### src/rtl/usb_rx_decoder_if.sv
// Bus-side lines and RX byte-stream outputs of the USB receive decoder.
interface usb_rx_decoder_if;
  logic       dplus_in;
  logic       dminus_in;
  logic [7:0] rx_data;
  logic       rx_data_valid;
  logic       rcv_active;
  logic       rx_done;
  logic       rx_error;

  // Master drives the bus lines and consumes the decoded stream.
  modport master (
    output dplus_in,
    output dminus_in,
    input  rx_data,
    input  rx_data_valid,
    input  rcv_active,
    input  rx_done,
    input  rx_error
  );

  // Slave is the decoder itself.
  modport slave (
    input  dplus_in,
    input  dminus_in,
    output rx_data,
    output rx_data_valid,
    output rcv_active,
    output rx_done,
    output rx_error
  );
endinterface

### src/rtl/usb_rx_decoder.sv
// USB receive decoder: synchronizes D+/D-, recovers bit timing from D+ edges,
// NRZI-decodes, removes stuffed bits, checks SYNC/EOP and emits bytes.
module usb_rx_decoder #(
  parameter int unsigned CLKS_PER_BIT = 8
) (
  input logic             clk,
  input logic             n_rst,
  usb_rx_decoder_if.slave bus
);

  localparam int unsigned TimerW = (CLKS_PER_BIT > 1) ? $clog2(CLKS_PER_BIT) : 1;
  localparam logic [TimerW-1:0] SampleAt = TimerW'(CLKS_PER_BIT / 2 - 1);
  localparam logic [TimerW-1:0] TimerMax = TimerW'(CLKS_PER_BIT - 1);

  typedef enum logic [2:0] {
    StIdle,
    StSync,
    StReceive,
    StEop,
    StError
  } state_e;

  state_e r_state;
  state_e w_state_d;

  // Synchronizer and edge-detect flops
  logic r_dp_s1, r_dp_s2, r_dm_s1, r_dm_s2, r_dp_d;

  logic [TimerW-1:0] r_timer;
  logic              r_prev_dp;
  logic [7:0]        r_shift;
  logic [2:0]        r_bit_cnt;
  logic [2:0]        r_ones;
  logic [1:0]        r_se0_cnt;
  logic [7:0]        r_rx_data;
  logic              r_rx_data_valid;
  logic              r_rx_done;
  logic              r_rx_error;

  logic       w_d_edge;
  logic       w_sample;
  logic       w_se0;
  logic       w_j;
  logic       w_bit;
  logic       w_stuff;
  logic       w_last_bit;
  logic [7:0] w_byte;

  logic w_rcv_active;
  logic w_in_pkt;
  logic w_start;
  logic w_shift_en;
  logic w_unstuff;
  logic w_load;
  logic w_done_set;
  logic w_err_set;

  // Two-flop synchronizers; reset to idle J so release never fakes an edge
  always_ff @(posedge clk or negedge n_rst) begin
    if (!n_rst) begin
      r_dp_s1 <= 1'b1;
      r_dp_s2 <= 1'b1;
      r_dm_s1 <= 1'b0;
      r_dm_s2 <= 1'b0;
      r_dp_d  <= 1'b1;
    end else begin
      r_dp_s1 <= bus.dplus_in;
      r_dp_s2 <= r_dp_s1;
      r_dm_s1 <= bus.dminus_in;
      r_dm_s2 <= r_dm_s1;
      r_dp_d  <= r_dp_s2;
    end
  end

  assign w_d_edge   = r_dp_s2 ^ r_dp_d;
  // A resync edge suppresses the sample that would fall on the same clk
  assign w_sample   = (r_timer == SampleAt) && !w_d_edge;
  assign w_se0      = !r_dp_s2 && !r_dm_s2;
  assign w_j        = r_dp_s2 && !r_dm_s2;
  assign w_bit      = (r_dp_s2 == r_prev_dp);
  assign w_stuff    = (r_ones == 3'd6);
  assign w_last_bit = (r_bit_cnt == 3'd7);
  assign w_byte     = {w_bit, r_shift[7:1]};

  // Bit timer: free-running per bit period, realigned on every D+ edge
  always_ff @(posedge clk or negedge n_rst) begin
    if (!n_rst) begin
      r_timer <= '0;
    end else if (w_d_edge || (r_timer == TimerMax)) begin
      r_timer <= '0;
    end else begin
      r_timer <= r_timer + 1'b1;
    end
  end

  // FSM state register
  always_ff @(posedge clk or negedge n_rst) begin
    if (!n_rst) begin
      r_state <= StIdle;
    end else begin
      r_state <= w_state_d;
    end
  end

  // FSM next-state logic; everything but IDLE advances only on sample strobes
  always_comb begin
    w_state_d = r_state;
    unique case (r_state)
      StIdle: begin
        if (w_d_edge) w_state_d = StSync;
      end
      StSync: begin
        if (w_sample) begin
          if (w_se0) begin
            w_state_d = StError;
          end else if (w_stuff) begin
            if (w_bit) w_state_d = StError;
          end else if (w_last_bit) begin
            w_state_d = (w_byte == 8'h80) ? StReceive : StError;
          end
        end
      end
      StReceive: begin
        if (w_sample) begin
          if (w_se0) begin
            w_state_d = (r_bit_cnt == 3'd0) ? StEop : StError;
          end else if (w_stuff && w_bit) begin
            w_state_d = StError;
          end
        end
      end
      StEop: begin
        if (w_sample) begin
          if (w_se0) begin
            // r_se0_cnt counts earlier consecutive SE0 samples; a third is illegal
            if (r_se0_cnt >= 2'd2) w_state_d = StError;
          end else if (w_j) begin
            w_state_d = StIdle;
          end else begin
            w_state_d = StError;
          end
        end
      end
      StError: begin
        if (w_sample && w_j && (r_se0_cnt != 2'd0)) w_state_d = StIdle;
      end
      default: w_state_d = StIdle;
    endcase
  end

  // FSM outputs and datapath controls
  always_comb begin
    w_rcv_active = (r_state != StIdle);
    w_in_pkt     = (r_state == StSync) || (r_state == StReceive);
    w_start      = (r_state == StIdle) && w_d_edge;
    w_shift_en   = w_sample && !w_se0 && w_in_pkt && !w_stuff;
    w_unstuff    = w_sample && !w_se0 && w_in_pkt && w_stuff;
    w_load       = w_shift_en && (r_state == StReceive) && w_last_bit;
    w_done_set   = (r_state == StEop) && (w_state_d == StIdle);
    w_err_set    = (w_state_d == StError) && (r_state != StError);
  end

  // NRZI reference level and SE0 run length, updated on every sample
  always_ff @(posedge clk or negedge n_rst) begin
    if (!n_rst) begin
      r_prev_dp <= 1'b1;
      r_se0_cnt <= 2'd0;
    end else if (w_sample) begin
      if (w_se0) begin
        if (r_se0_cnt != 2'd3) r_se0_cnt <= r_se0_cnt + 2'd1;
      end else begin
        r_prev_dp <= r_dp_s2;
        r_se0_cnt <= 2'd0;
      end
    end
  end

  // Shift register, bit/ones counters and byte hand-off
  always_ff @(posedge clk or negedge n_rst) begin
    if (!n_rst) begin
      r_shift   <= 8'h00;
      r_bit_cnt <= 3'd0;
      r_ones    <= 3'd0;
      r_rx_data <= 8'h00;
    end else if (w_start) begin
      r_bit_cnt <= 3'd0;
      r_ones    <= 3'd0;
    end else begin
      if (w_shift_en) begin
        r_shift   <= w_byte;
        r_bit_cnt <= r_bit_cnt + 3'd1;
        r_ones    <= w_bit ? (r_ones + 3'd1) : 3'd0;
      end else if (w_unstuff) begin
        r_ones <= 3'd0;
      end
      if (w_load) r_rx_data <= w_byte;
    end
  end

  // Status strobes and sticky error flag
  always_ff @(posedge clk or negedge n_rst) begin
    if (!n_rst) begin
      r_rx_data_valid <= 1'b0;
      r_rx_done       <= 1'b0;
      r_rx_error      <= 1'b0;
    end else begin
      r_rx_data_valid <= w_load;
      r_rx_done       <= w_done_set;
      if (w_start) begin
        r_rx_error <= 1'b0;
      end else if (w_err_set) begin
        r_rx_error <= 1'b1;
      end
    end
  end

  assign bus.rx_data       = r_rx_data;
  assign bus.rx_data_valid = r_rx_data_valid;
  assign bus.rcv_active    = w_rcv_active;
  assign bus.rx_done       = r_rx_done;
  assign bus.rx_error      = r_rx_error;

endmodule

### src/flat_wrapper.sv
// flat-port wrapper written by rule: the top's interface ports become plain ports
module usb_rx_decoder_flat 
#(
  parameter int unsigned CLKS_PER_BIT = 8
)
  (clk, n_rst, bus_dplus_in, bus_dminus_in, bus_rx_data, bus_rx_data_valid, bus_rcv_active, bus_rx_done, bus_rx_error);
  usb_rx_decoder_if bus_i ();
  input logic clk;
  input logic n_rst;
  input wire logic [$bits(bus_i.dplus_in)-1:0] bus_dplus_in;
  input wire logic [$bits(bus_i.dminus_in)-1:0] bus_dminus_in;
  output wire logic [$bits(bus_i.rx_data)-1:0] bus_rx_data;
  output wire logic [$bits(bus_i.rx_data_valid)-1:0] bus_rx_data_valid;
  output wire logic [$bits(bus_i.rcv_active)-1:0] bus_rcv_active;
  output wire logic [$bits(bus_i.rx_done)-1:0] bus_rx_done;
  output wire logic [$bits(bus_i.rx_error)-1:0] bus_rx_error;
  assign bus_i.dplus_in = bus_dplus_in;
  assign bus_i.dminus_in = bus_dminus_in;
  assign bus_rx_data = bus_i.rx_data;
  assign bus_rx_data_valid = bus_i.rx_data_valid;
  assign bus_rcv_active = bus_i.rcv_active;
  assign bus_rx_done = bus_i.rx_done;
  assign bus_rx_error = bus_i.rx_error;
  usb_rx_decoder #(.CLKS_PER_BIT(CLKS_PER_BIT)) u_core (.clk(clk), .n_rst(n_rst), .bus(bus_i));
endmodule
### config.mk
export PLATFORM = sky130hd
export DESIGN_NAME = usb_rx_decoder_flat
export DESIGN_NICKNAME = d
export VERILOG_FILES = /design/src/rtl/usb_rx_decoder_if.sv /design/src/rtl/usb_rx_decoder.sv /design/src/flat_wrapper.sv
export SDC_FILE = /design/constraint.sdc
export NUM_CORES = 1
export LEC_CHECK = 0
export ABC_AREA = 1
export CORE_ASPECT_RATIO = 0.5
export CORE_MARGIN = 2
export CORE_UTILIZATION = 25
export DETAILED_ROUTE_END_ITERATION = 10
export PLACE_DENSITY = 0.39
export SKIP_LAST_GASP = 1
export SYNTH_ARGS = -nofsm -noshare
export SYNTH_HDL_FRONTEND = slang
export SYNTH_SLANG_ARGS = --single-unit
### constraint.sdc
create_clock -name clk -period 1.87 [get_ports clk]
set_input_delay 0.374 -clock clk [delete_from_list [all_inputs] [get_ports clk]]
set_output_delay 0.374 -clock clk [all_outputs]
set_load 0.03 [all_outputs]
==> results of run 1 <==
==> area by class of cell <==
class / count / area [um^2]
well taps: 108 / 135
multi-input cells: 149 / 885
flip-flops and latches: 38 / 956
repair buffers: 25 / 223
clock inverters: 2 / 12.5
inverters: 32 / 126
fillers: 808 / 5010
clock buffers: 6 / 139
==> worst min path at each step <==
stage / start / end / slack (ns) / depth (start not counted)
2_1_floorplan: n_rst / u_core.bus.rx_data[0]$_DFFE_PN0P_ / 0.08 / 0
3_3_place_gp: u_core.r_dm_s1$_DFF_PN0_ / u_core.r_dm_s2$_DFF_PN0_ / 0.33 / 0
3_5_place_dp: u_core.r_dm_s1$_DFF_PN0_ / u_core.r_dm_s2$_DFF_PN0_ / 0.35 / 0
4_1_cts: n_rst / u_core.r_timer[2]$_DFF_PN0_ / 0.16 / 2
5_1_grt: n_rst / u_core.r_timer[2]$_DFF_PN0_ / 0.19 / 2
6_report: n_rst / u_core.r_timer[2]$_DFF_PN0_ / 0.14 / 2
==> layer usage <==
metal	up-vias	GRT usage, %
met1	706	13.5
met2	19	17.8
met5	-	0
li1	769	-
met4	0	4.44
met3	4	3.78
==> state kept, by name (all words and copies together), names as in the netlist <==
register / cells
u_core.bus.rx_data: 8
u_core.r_shift: 7
u_core.r_bit_cnt: 3
u_core.r_ones: 3
u_core.r_state: 3
u_core.r_timer: 3
u_core.r_se0_cnt: 2
u_core.bus.rx_data_valid: 1
u_core.bus.rx_done: 1
u_core.bus.rx_error: 1
u_core.r_dm_s1: 1
u_core.r_dm_s2: 1
u_core.r_dp_d: 1
u_core.r_dp_s1: 1
u_core.r_dp_s2: 1
u_core.r_prev_dp: 1
==> metrics by stage <==
stage	area [um^2]	instances	TNS, ns
after CTS	2440	358	0
after global placement	2290	350	0
after detailed placement	2290	350	0
final	2480	360	0
after floorplan	1970	221	0
after global routing	2480	360	-0.0840
==> cell usage in the layout (no fill, tap or decap) <==
master / synthesis / final
a21oi_1: 5 / 5
buf_2: 0 / 1
buf_4: 0 / 9
buf_6: 2 / 1
clkbuf_16: 0 / 5
clkbuf_8: 0 / 1
clkdlybuf4s50_1: 0 / 13
clkinv_2: 1 / 2
clkinvlp_4: 0 / 1
dfrtp_1: 34 / 34
dfstp_2: 4 / 4
dlygate4sd2_1: 0 / 1
ha_1: 11 / 10
ha_2: 0 / 1
inv_1: 28 / 26
inv_2: 1 / 3
inv_4: 2 / 2
nand2_1: 57 / 57
nand2_2: 2 / 2
nand2_4: 2 / 2
nand3_1: 15 / 15
nand3_4: 2 / 3
nand4_1: 3 / 3
nor2_1: 13 / 13
nor2_4: 1 / 1
nor2_8: 2 / 2
nor3_1: 4 / 4
nor3_4: 1 / 1
o21ai_0: 19 / 18
o21ai_1: 0 / 1
o21ai_2: 8 / 8
o31ai_1: 1 / 1
or2_2: 1 / 1
xnor2_1: 1 / 1
==> synth_stat cells <==
master    instances
nand2_1          57
dfrtp_1          34
inv_1            28
o21ai_0          19
nand3_1          15
nor2_1           13
ha_1             11
o21ai_2           8
a21oi_1           5
dfstp_2           4
nor3_1            4
nand4_1           3
buf_6             2
inv_4             2
nand2_2           2
nand2_4           2
nand3_4           2
nor2_8            2
clkbuf_1          1
clkinv_2          1
inv_2             1
nor2_4            1
nor3_4            1
o31ai_1           1
or2_2             1
xnor2_1           1
==> power breakdown <==
part	leakage [nW]	internal, mW	total (mW)	switching (mW)
combinational	0.578	0.301	0.822	0.522
clock	0.0729	0.528	0.862	0.334
sequential	0.502	0.961	1.06	0.101
==> worst register-to-register path, cell delays in order (launching register included) <==
cell and delay [ns]:
dfstp_2 0.58, buf_4 0.16, nand2_2 0.07, nand2_4 0.10, nor2_8 0.04, inv_4 0.08, nor2_8 0.05, nand3_4 0.07
clkinv_2 0.11, buf_4 0.17, nand2_1 0.09, o21ai_0 0.09
==> kinds of logic after synthesis <==
| group | count (synthesis) | share of synthesized area (%) |
|---|---|---|
| xor+xnor | 1 | 0.444 |
| flops | 38 | 48.4 |
| compound gates | 33 | 10.0 |
| fa+ha+maj | 11 | 6.98 |
| simple gates | 103 | 26.4 |
| buf+inv | 35 | 7.74 |
==> timing repair <==
item | CTS | global route
gates resized for setup | 1 | 6
endpoints found under the setup margin | 1 | 12
buffers inserted | 0 | 1
gates cloned | 0 | 1
==> impl_results.md, run 1 <==
- Status: completed
- Fin crit period: 1.76 ns
- CP required: 1.50 ns
- CTS Hold Bufs: 0
- Nets: 266
- Critical Path Fanout Max: 5
- Register area share after synthesis: approximately 48%
- Final hold violations: 0
- Grt ovf: 0
- Top post-synthesis cells by area: dfrtp_1 43%, nand2_1 11%, ha_1 7.0%, dfstp_2 5.3%, inv_1 5.3%
- Num CTS Buffers: 5
- Slew HR: between 60% and 70%
- Critical path arrival: between 1 and 1.5 ns
- Detailed Route WL: approximately 4100 um
- Worst Setup EP: bus_rcv_active
- Final WS setup: roughly 0.11 ns
- Via density: 4.16
- Cell taking the most area after synthesis: dfrtp_1
- Top sig layer: met4
- Iter 0 DRT Violations: 68
- Core area: roughly 7500 um^2
- Unique masters post-synth: 26
- Flops & latches, synth: 38
- Clock Pin Slew Worst Setup and Hold Paths: approximately 0.06 ns
- Remaining DRCs: 0
- Placement Setup Slack: between 0.09 and 0.1 ns
- Final Setup Violations: 0
- WP depth: 3
- Period Utilization, post-route: a little over nine tenths
- Clock Latency Late Sink: 0.28 ns
- Die height: 66.8 um
- Via count: approximately 1,500
- Synth Instances: 221
- GP Congestion: 0.819
- CTS tree: done
- Reg2reg end: u_core.r_shift[7]$_DFFE_PN0P_
- Die Footprint: 8660 um^2
- IO buf count: 15
- Max incr delay on CP: 0.47 ns
- Diode count: 0
- 1st-pass router iterations: 4
- Peak Freq: 568 MHz
- Met1 WL: 2110 um
- Antenna violations before repair: 0
- Crit path max-delay family: buffers and inverters
- First-pass GRT wire length: 7220 um
- Pwr dens: 1110 nW/um^2
- Syn Area/Cell: 8.93 um^2
- Max Slew Vio Count: 0
- Clock sink count: 38
- Initial Util: 26.4%
- Crit path cell chain: inv_1, nand3_1, dlygate4sd2_1
- WP buf/inv: 2
- Root Buffer: clkbuf_16
- Share of the synthesized area in the top cell type: 43.1%
- Max_cap viols: 0
- Worst hold path class: input pin to asynchronous set/reset pin
- Final core occ: 33.1%
- DRT antenna net count: 0
- Io pins: 16
- Area grow syn2layout: 25.5%
- CP Capture Type: primary output
- Row count: 22
- Final Skew: between 0.002 and 0.0025 ns
- Layout cells sized above 1: roughly a fifth
- Worst reg2reg startpoint: u_core.r_dp_s2$_DFF_PN1_
- DIE WIDTH: 130 um
- Ys Warns: 0
- Register-to-Register Path Depth: 11
- Post-Syn Nets: 236
- DR WL/cell: 11.5 um
- Cell area after synthesis: 1970 um^2
- Critical path type: flip-flop to primary output
- Largest net degree at the start of global routing: 39
- Met3 WL: 178 um
- # H-tree levels: 2
- Final Power: 2.75 mW
- Static leakage: 1.15 nW
- Worst-margin pin slew: 0.489 ns
- Peak VDD IR: 0.433 mV
- Slowest CP cell: dfrtp_1
- Worst Setup SP: u_core.r_state[0]$_DFF_PN0_
- RSZ-0062 raised after global routing: yes
- Worst setup SP type: flip-flop
- Vias in the first global route: 1,513
- Dpl hpwl: around 3000 um
- Worst Hold Slack: between 0.1 and 0.15 ns
- Routed wl met2: roughly 1800 um
- Worst-case clock buffer depth: 2
- R2R setup slack: 0.14 ns
- GRT Total Usage: 11.0%
Note: power is estimated with default switching activity, not from simulation.
==> inputs of run 2 (changes only) <==
- CORE_UTILIZATION: 25 -> 57
- PLACE_DENSITY: 0.39 -> 0.75
- clock period: 1.87 -> 1.8 ns (I/O delays scaled with it)
==> impl_results.md, run 2 (synthesis gave the netlist of run 1 again) <==
- Period Utilization, post-route: between 90 and 100%
- Worst hold path class: input pin to asynchronous set/reset pin
- Pwr dens: 1190 nW/um^2
- Largest net degree at the start of global routing: 21
- Peak Freq: 576 MHz
- Comb power frac: 31.9%
- Area grow syn2layout: 24.2%
- Slowest CP cell: dfrtp_1
- Total Negative Setup Slacks: 0 ns
- CP required: around 1.4 ns
- Final Setup Violations: 0
- Via count: 1,559
- CTS Hold Bufs: 0
- Fin crit period: approximately 1.7 ns
- Reg power frac: between 30 and 40%
- Nets: 270
- DR WL/cell: approximately 13 um
- Detailed Route WL: 3850 um
- GRT Total Usage: 21.9%
- Final core occ: 72.5%
- Die height: 45.6 um
- Remaining DRCs: 0
- Int Pwr: 1.93 mW
- Max incr delay on CP: 0.42 ns
- Layout cells sized above 1: between 20% and 30%
- 1st-pass router iterations: 4
- Critical path arrival: 1.38 ns
- Design area: 2450 um^2
- Clock Latency Late Sink: 0.29 ns
- Final WS setup: 0.0627 ns
- Core area: 3380 um^2
- Placement Setup Slack: ~0.012 ns
- Max Slew Vio Count: 0
- Finished Layout Cells: 298
- Clk pwr share: between 30% and 40%
- Antenna violations before repair: 0
- Vias in the first global route: about 1,400
- Iter 0 DRT Violations: 86
- Slew HR: around 69%
- Peak VDD IR: 0.696 mV
- Placed cell count: between 200 and 300
- Max_cap viols: 0
- Num CTS Buffers: 5
- GP Congestion: 0.969
- Most frequent cells in the layout: 54 x nand2_1, 34 x dfrtp_1, 27 x inv_1
- Crit path cell chain: inv_2, nand3_1, dlygate4sd2_1
- Diode count: 0
- Final Skew: between 0.006 and 0.007 ns
- IO buf count: 15
- Root Buffer: clkbuf_8
- Clock Pin Slew Worst Setup and Hold Paths: 0.07 ns
- Die Footprint: 3980 um^2
- Multi-input gate area: 910 um^2
- DIE WIDTH: 87.2 um
- Switching part of the total: 33.6%
- Most common cell after layout, fill and taps aside: nand2_1
- Via density: roughly 5.2
- Final hold violations: 0
- Register Area: 956 um^2
- # H-tree levels: 2
- CP Capture Type: primary output
- Switching power: 0.979 mW
- Dpl hpwl: between 2000 and 3000 um
- Placed cell area: around 2200 um^2
- Critical path type: flip-flop to primary output
- Grt ovf: 0
- Critical Path Fanout Max: 8
- Initial Util: around three fifths
- Worst setup SP type: flip-flop
- Worst-margin pin slew: 0.461 ns
- First-pass GRT wire length: between 6000 and 7000 um
- Clock sink count: 38
- Static leakage: about 1.2 nW
- Row count: 15
- Worst-case clock buffer depth: 2
- Largest register FFs: 8
- Status: completed
- CTS tree: done
- DRT antenna net count: 0
- Fillers: 240
- Io pins: 16
-- run 2: cell count changes in the layout (fill, tap and decap cells not counted), sizes merged --
cell | before | now
clkinv | 2 | 0
bufinv | 0 | 2
buf | 11 | 15
inv | 31 | 32
clkinvlp | 1 | 0
-- run 2: repair_timing --
item	CTS	global route
buffers inserted	0	3
pin swaps	0	2
gates resized for setup	1	15
cloned	1	0
endpoints found under the setup margin	5	24
-- run 2: path summary, 6_finish.rpt --
check                                                 start                                 to  slack, ns  depth (start not counted)
worst max-delay path            u_core.r_state[1]$_DFF_PN0_                     bus_rcv_active       0.06                          3
worst min-delay path                                  n_rst       u_core.r_ones[0]$_DFFE_PN0P_       0.01                          1
worst max register to register  u_core.r_timer[0]$_DFF_PN0_       u_core.bus.rx_done$_DFF_PN0_       0.12                          9
worst min register to register     u_core.r_dm_s1$_DFF_PN0_           u_core.r_dm_s2$_DFF_PN0_       0.35                          0
max in group asynchronous                             n_rst  u_core.bus.rx_data[5]$_DFFE_PN0P_       1.33                          2
min in group clk                   u_core.r_dm_s1$_DFF_PN0_           u_core.r_dm_s2$_DFF_PN0_       0.35                          0
-- run 2: power groups by stage --
stage	logic [mW]	registers (mW)	clock network (mW)
2_1_floorplan	0.533	1.13	0
3_3_place_gp	0.859	1.09	0
5_1_grt	1.03	1.10	0.947
3_5_place_dp	0.871	1.10	0
4_1_cts	0.887	1.09	0.911
6_report	0.927	1.09	0.894
-- run 2: worst max-delay path, delay by kind of cell (launching register included) --
kind                   cells  cell delay [ns]
buffers and inverters      2             0.54
flip-flops                 1             0.42
AND/OR/NAND/NOR            1             0.12
-- run 2: layer usage --
layer | global-route usage, % | wire length [um]
met2 | 34.0 | 1770
met3 | 6.52 | 202
met4 | 10.2 | 62
met5 | 0 | 0
met1 | 28.9 | 1810
-- run 2: area by class of cell --
cell class	instances	area share, %
Sequential cell	38	39.0
Timing Repair Buffer	29	10.7
Clock inverter	2	2.45
Tap cell	42	2.15
Inverter	32	5.21
Clock buffer	6	3.37
Multi-Input combinational cell	149	37.1
-- run 2: metrics by stage --
step | hold slack [ns] | total power [mW]
after floorplan | 0.0644 | 1.67
after global placement | 0.327 | 1.95
after detailed placement | 0.335 | 1.97
after CTS | 0.0163 | 2.88
after global routing | 0.0329 | 3.09
final | 0.0116 | 2.91
==> inputs of run 3 (changes only) <==
- ABC_AREA: 1 -> not set
- GPL_ROUTABILITY_DRIVEN: not set -> 0
- PLACE_DENSITY: 0.75 -> 0.76
==> impl_results.md, run 3 <==
- Critical Path Fanout Max: 9
- Syn Area/Cell: 11.4 um^2
- Antenna violations before repair: 0
- Die Footprint: ~3800 um^2
- Reg2reg end: u_core.bus.rx_data[6]$_DFFE_PN0P_
- 1st-pass router iterations: 6
- Row count: 14
- R2R setup slack: -0.05 ns
- Placed cell area: 2260 um^2
- Share of the synthesized area in the top cell type: 44.9%
- GRT Total Usage: between 20% and 30%
- DRT antenna net count: 0
- Failing checks: negative setup slack
- Cell area after synthesis: 1900 um^2
- Top-count cell post-synth: dfrtp_1
- Worst-case clock buffer depth: 2
- Static leakage: 1.11 nW
- Via count: 1,389
- Detailed Route WL: 3920 um
- Critical path type: flip-flop to flip-flop
- Io pins: 16
- Area grow syn2layout: 30.9%
- Ys Warns: 0
- Initial Util: 61.5%
- Critical path arrival: 2.04 ns
- Post-synth top flop: dfrtp_1
- Fillers: about 170
- Worst-margin pin slew: 0.481 ns
- Iter 0 DRT Violations: 54
- Largest register FFs: 8
- Design area: approximately 2500 um^2
- DIE WIDTH: 85.6 um
- Largest net degree at the start of global routing: 39
- Final Setup Violations: 9
- Max_cap viols: 0
- Post-synth ARST share: 100%
- Clk pwr share: 27.6%
- Most common cell after layout, fill and taps aside: dfrtp_1
- Top post-synthesis cells by area: dfrtp_1 45%, mux2_2 8.9%, ha_1 7.3%, dfstp_2 5.5%, nor3_1 2.4%
- Core area: about 3100 um^2
- Worst reg2reg startpoint: u_core.r_dp_s2$_DFF_PN1_
- DR WL/cell: approximately 16 um
- Final WS setup: -0.0530 ns
- Top cells by count, synth: 34 x dfrtp_1, 15 x mux2_2, 11 x ha_1, 11 x inv_1, 9 x nor3_1
- Post-synth EDFFs: 0
- Switching power: 0.701 mW
- Clock Latency Late Sink: approximately 0.30 ns
- Vias in the first global route: ~1,300
- Final hold violations: 0
- IO buf count: 15
- Worst setup SP type: flip-flop
- Fin crit period: 1.85 ns
- Die height: 44.8 um
- Dpl hpwl: ~2600 um
- Slew HR: 68.0%
- Status: complete, but fails checks
- Cell taking the most area after synthesis: dfrtp_1
- Max Slew Vio Count: 0
- Most frequent cells in the layout: 34 x dfrtp_1, 25 x buf_4, 13 x clkdlybuf4s50_1
- Peak VDD IR: 0.624 mV
- # H-tree levels: 2
- CP required: 1.98 ns
- CTS Hold Bufs: 0
- Flops & latches, synth: 38
- Nets: 220
- Period Utilization, post-route: 103%
- CP Capture Type: flip-flop
- Via density: 5.65
- Final Skew: just under 0.006 ns
- Comb power frac: 25.4%
- Diode count: 0
- Clock sink count: 38
- Grt ovf: 0
- Num CTS Buffers: 5
- Total Negative Setup Slacks: -0.390 ns
- Int Pwr: 1.54 mW
- Peak Freq: around 540 MHz
- RSZ-0062 raised after global routing: yes
- Unique masters post-synth: 45
- Pwr dens: 904 nW/um^2
- Finished Layout Cells: 246
- Register area share after synthesis: 50.4%
- Root Buffer: clkbuf_8
- Placed cell count: around 240
- Worst hold path class: input pin to asynchronous set/reset pin
- Reg power frac: between 40% and 50%
- Switching part of the total: 31.2%
- First-pass GRT wire length: 6260 um
- Layout cells sized above 1: 36.4%
- Post-Syn Nets: 182
- Synth Instances: around 170
- Clock Pin Slew Worst Setup and Hold Paths: 0.07 ns
- CTS tree: done
- Remaining DRCs: 0
- Register-to-Register Path Depth: 5
==> run 3: power by group through the flow <==
stage	sequential, mW	combinational (mW)	clock (mW)
2_1_floorplan	1.06	0.322	0
3_3_place_gp	1.06	0.515	0
3_5_place_dp	1.07	0.529	0
4_1_cts	1.05	0.558	0.630
5_1_grt	1.07	0.631	0.657
6_report	1.05	0.571	0.619
==> run 3: per-stage QoR <==
stage | power (mW) | hold slack, ns | setup slack (ns) | utilization [%]
after floorplan | 1.38 | 0.0644 | -0.129 | -
after global placement | 1.57 | 0.333 | -0.0465 | 73.4
after detailed placement | 1.60 | 0.354 | -0.106 | 73.4
after CTS | 2.24 | 0.108 | -0.0297 | 79.0
after global routing | 2.36 | 0.141 | -0.0973 | 80.6
final | 2.25 | 0.0971 | -0.0530 | 80.6
==> run 3: area by class of cell <==
| cell class | count | area (um^2) | share of cell area, % |
|---|---|---|---|
| multi-input cells | 108 | 993 | 40.0 |
| flip-flops and latches | 38 | 956 | 38.5 |
| repair buffers | 41 | 348 | 14.0 |
| clock buffers | 6 | 82.6 | 3.32 |
| well taps | 40 | 50.0 | 2.02 |
| inverters | 11 | 41.3 | 1.66 |
| clock inverters | 2 | 12.5 | 0.504 |
==> run 3: how the worst max path moves through the flow <==
stage / end / slack (ns) / from / cells after the start
after floorplan: u_core.bus.rx_data[0]$_DFFE_PN0P_ / -0.13 / u_core.r_dp_s2$_DFF_PN1_ / 6
after global placement: u_core.bus.rx_data[2]$_DFFE_PN0P_ / -0.05 / u_core.r_dp_s2$_DFF_PN1_ / 5
after detailed placement: u_core.bus.rx_data[7]$_DFFE_PN0P_ / -0.11 / u_core.r_bit_cnt[0]$_DFFE_PN0P_ / 6
after CTS: u_core.bus.rx_data[3]$_DFFE_PN0P_ / -0.03 / u_core.r_dp_s2$_DFF_PN1_ / 5
after global routing: u_core.bus.rx_data[3]$_DFFE_PN0P_ / -0.1 / u_core.r_dp_s2$_DFF_PN1_ / 5
final: u_core.bus.rx_data[6]$_DFFE_PN0P_ / -0.05 / u_core.r_dp_s2$_DFF_PN1_ / 5
==> run 3: layer usage <==
| layer | up-vias | track usage, % | wire (um) |
|---|---|---|---|
| met5 | - | 0 | 0 |
| met4 | 0 | 8.25 | 54 |
| met3 | 5 | 6.95 | 172 |
| met2 | 33 | 38.0 | 1870 |
| met1 | 683 | 28.1 | 1820 |
| li1 | 668 | - | - |
==> run 3: logic make-up after synthesis <==
logic type | share of synthesized area, %
compound gates | 9.83
xor+xnor | 3.30
mux | 8.90
flops | 50.4
simple gates | 14.9
buf+inv | 5.41
fa+ha+maj | 7.26
==> run 3: worst max-delay path: stages (launching register included) <==
cell	delay (ns)
dfstp_2	0.62
xor2_4	0.10
nor4_4	0.31
and3_4	0.27
buf_12	0.14
mux2_4	0.30
==> run 3: what timing repair did <==
| item | 4_1_cts | 5_1_grt |
|---|---|---|
| gates resized for setup | 15 | 11 |
| buffers inserted | 3 | 0 |
| endpoints found under the setup margin | 14 | 22 |
| endpoints found under the hold margin | 0 | 0 |
| pin swaps | 5 | 1 |
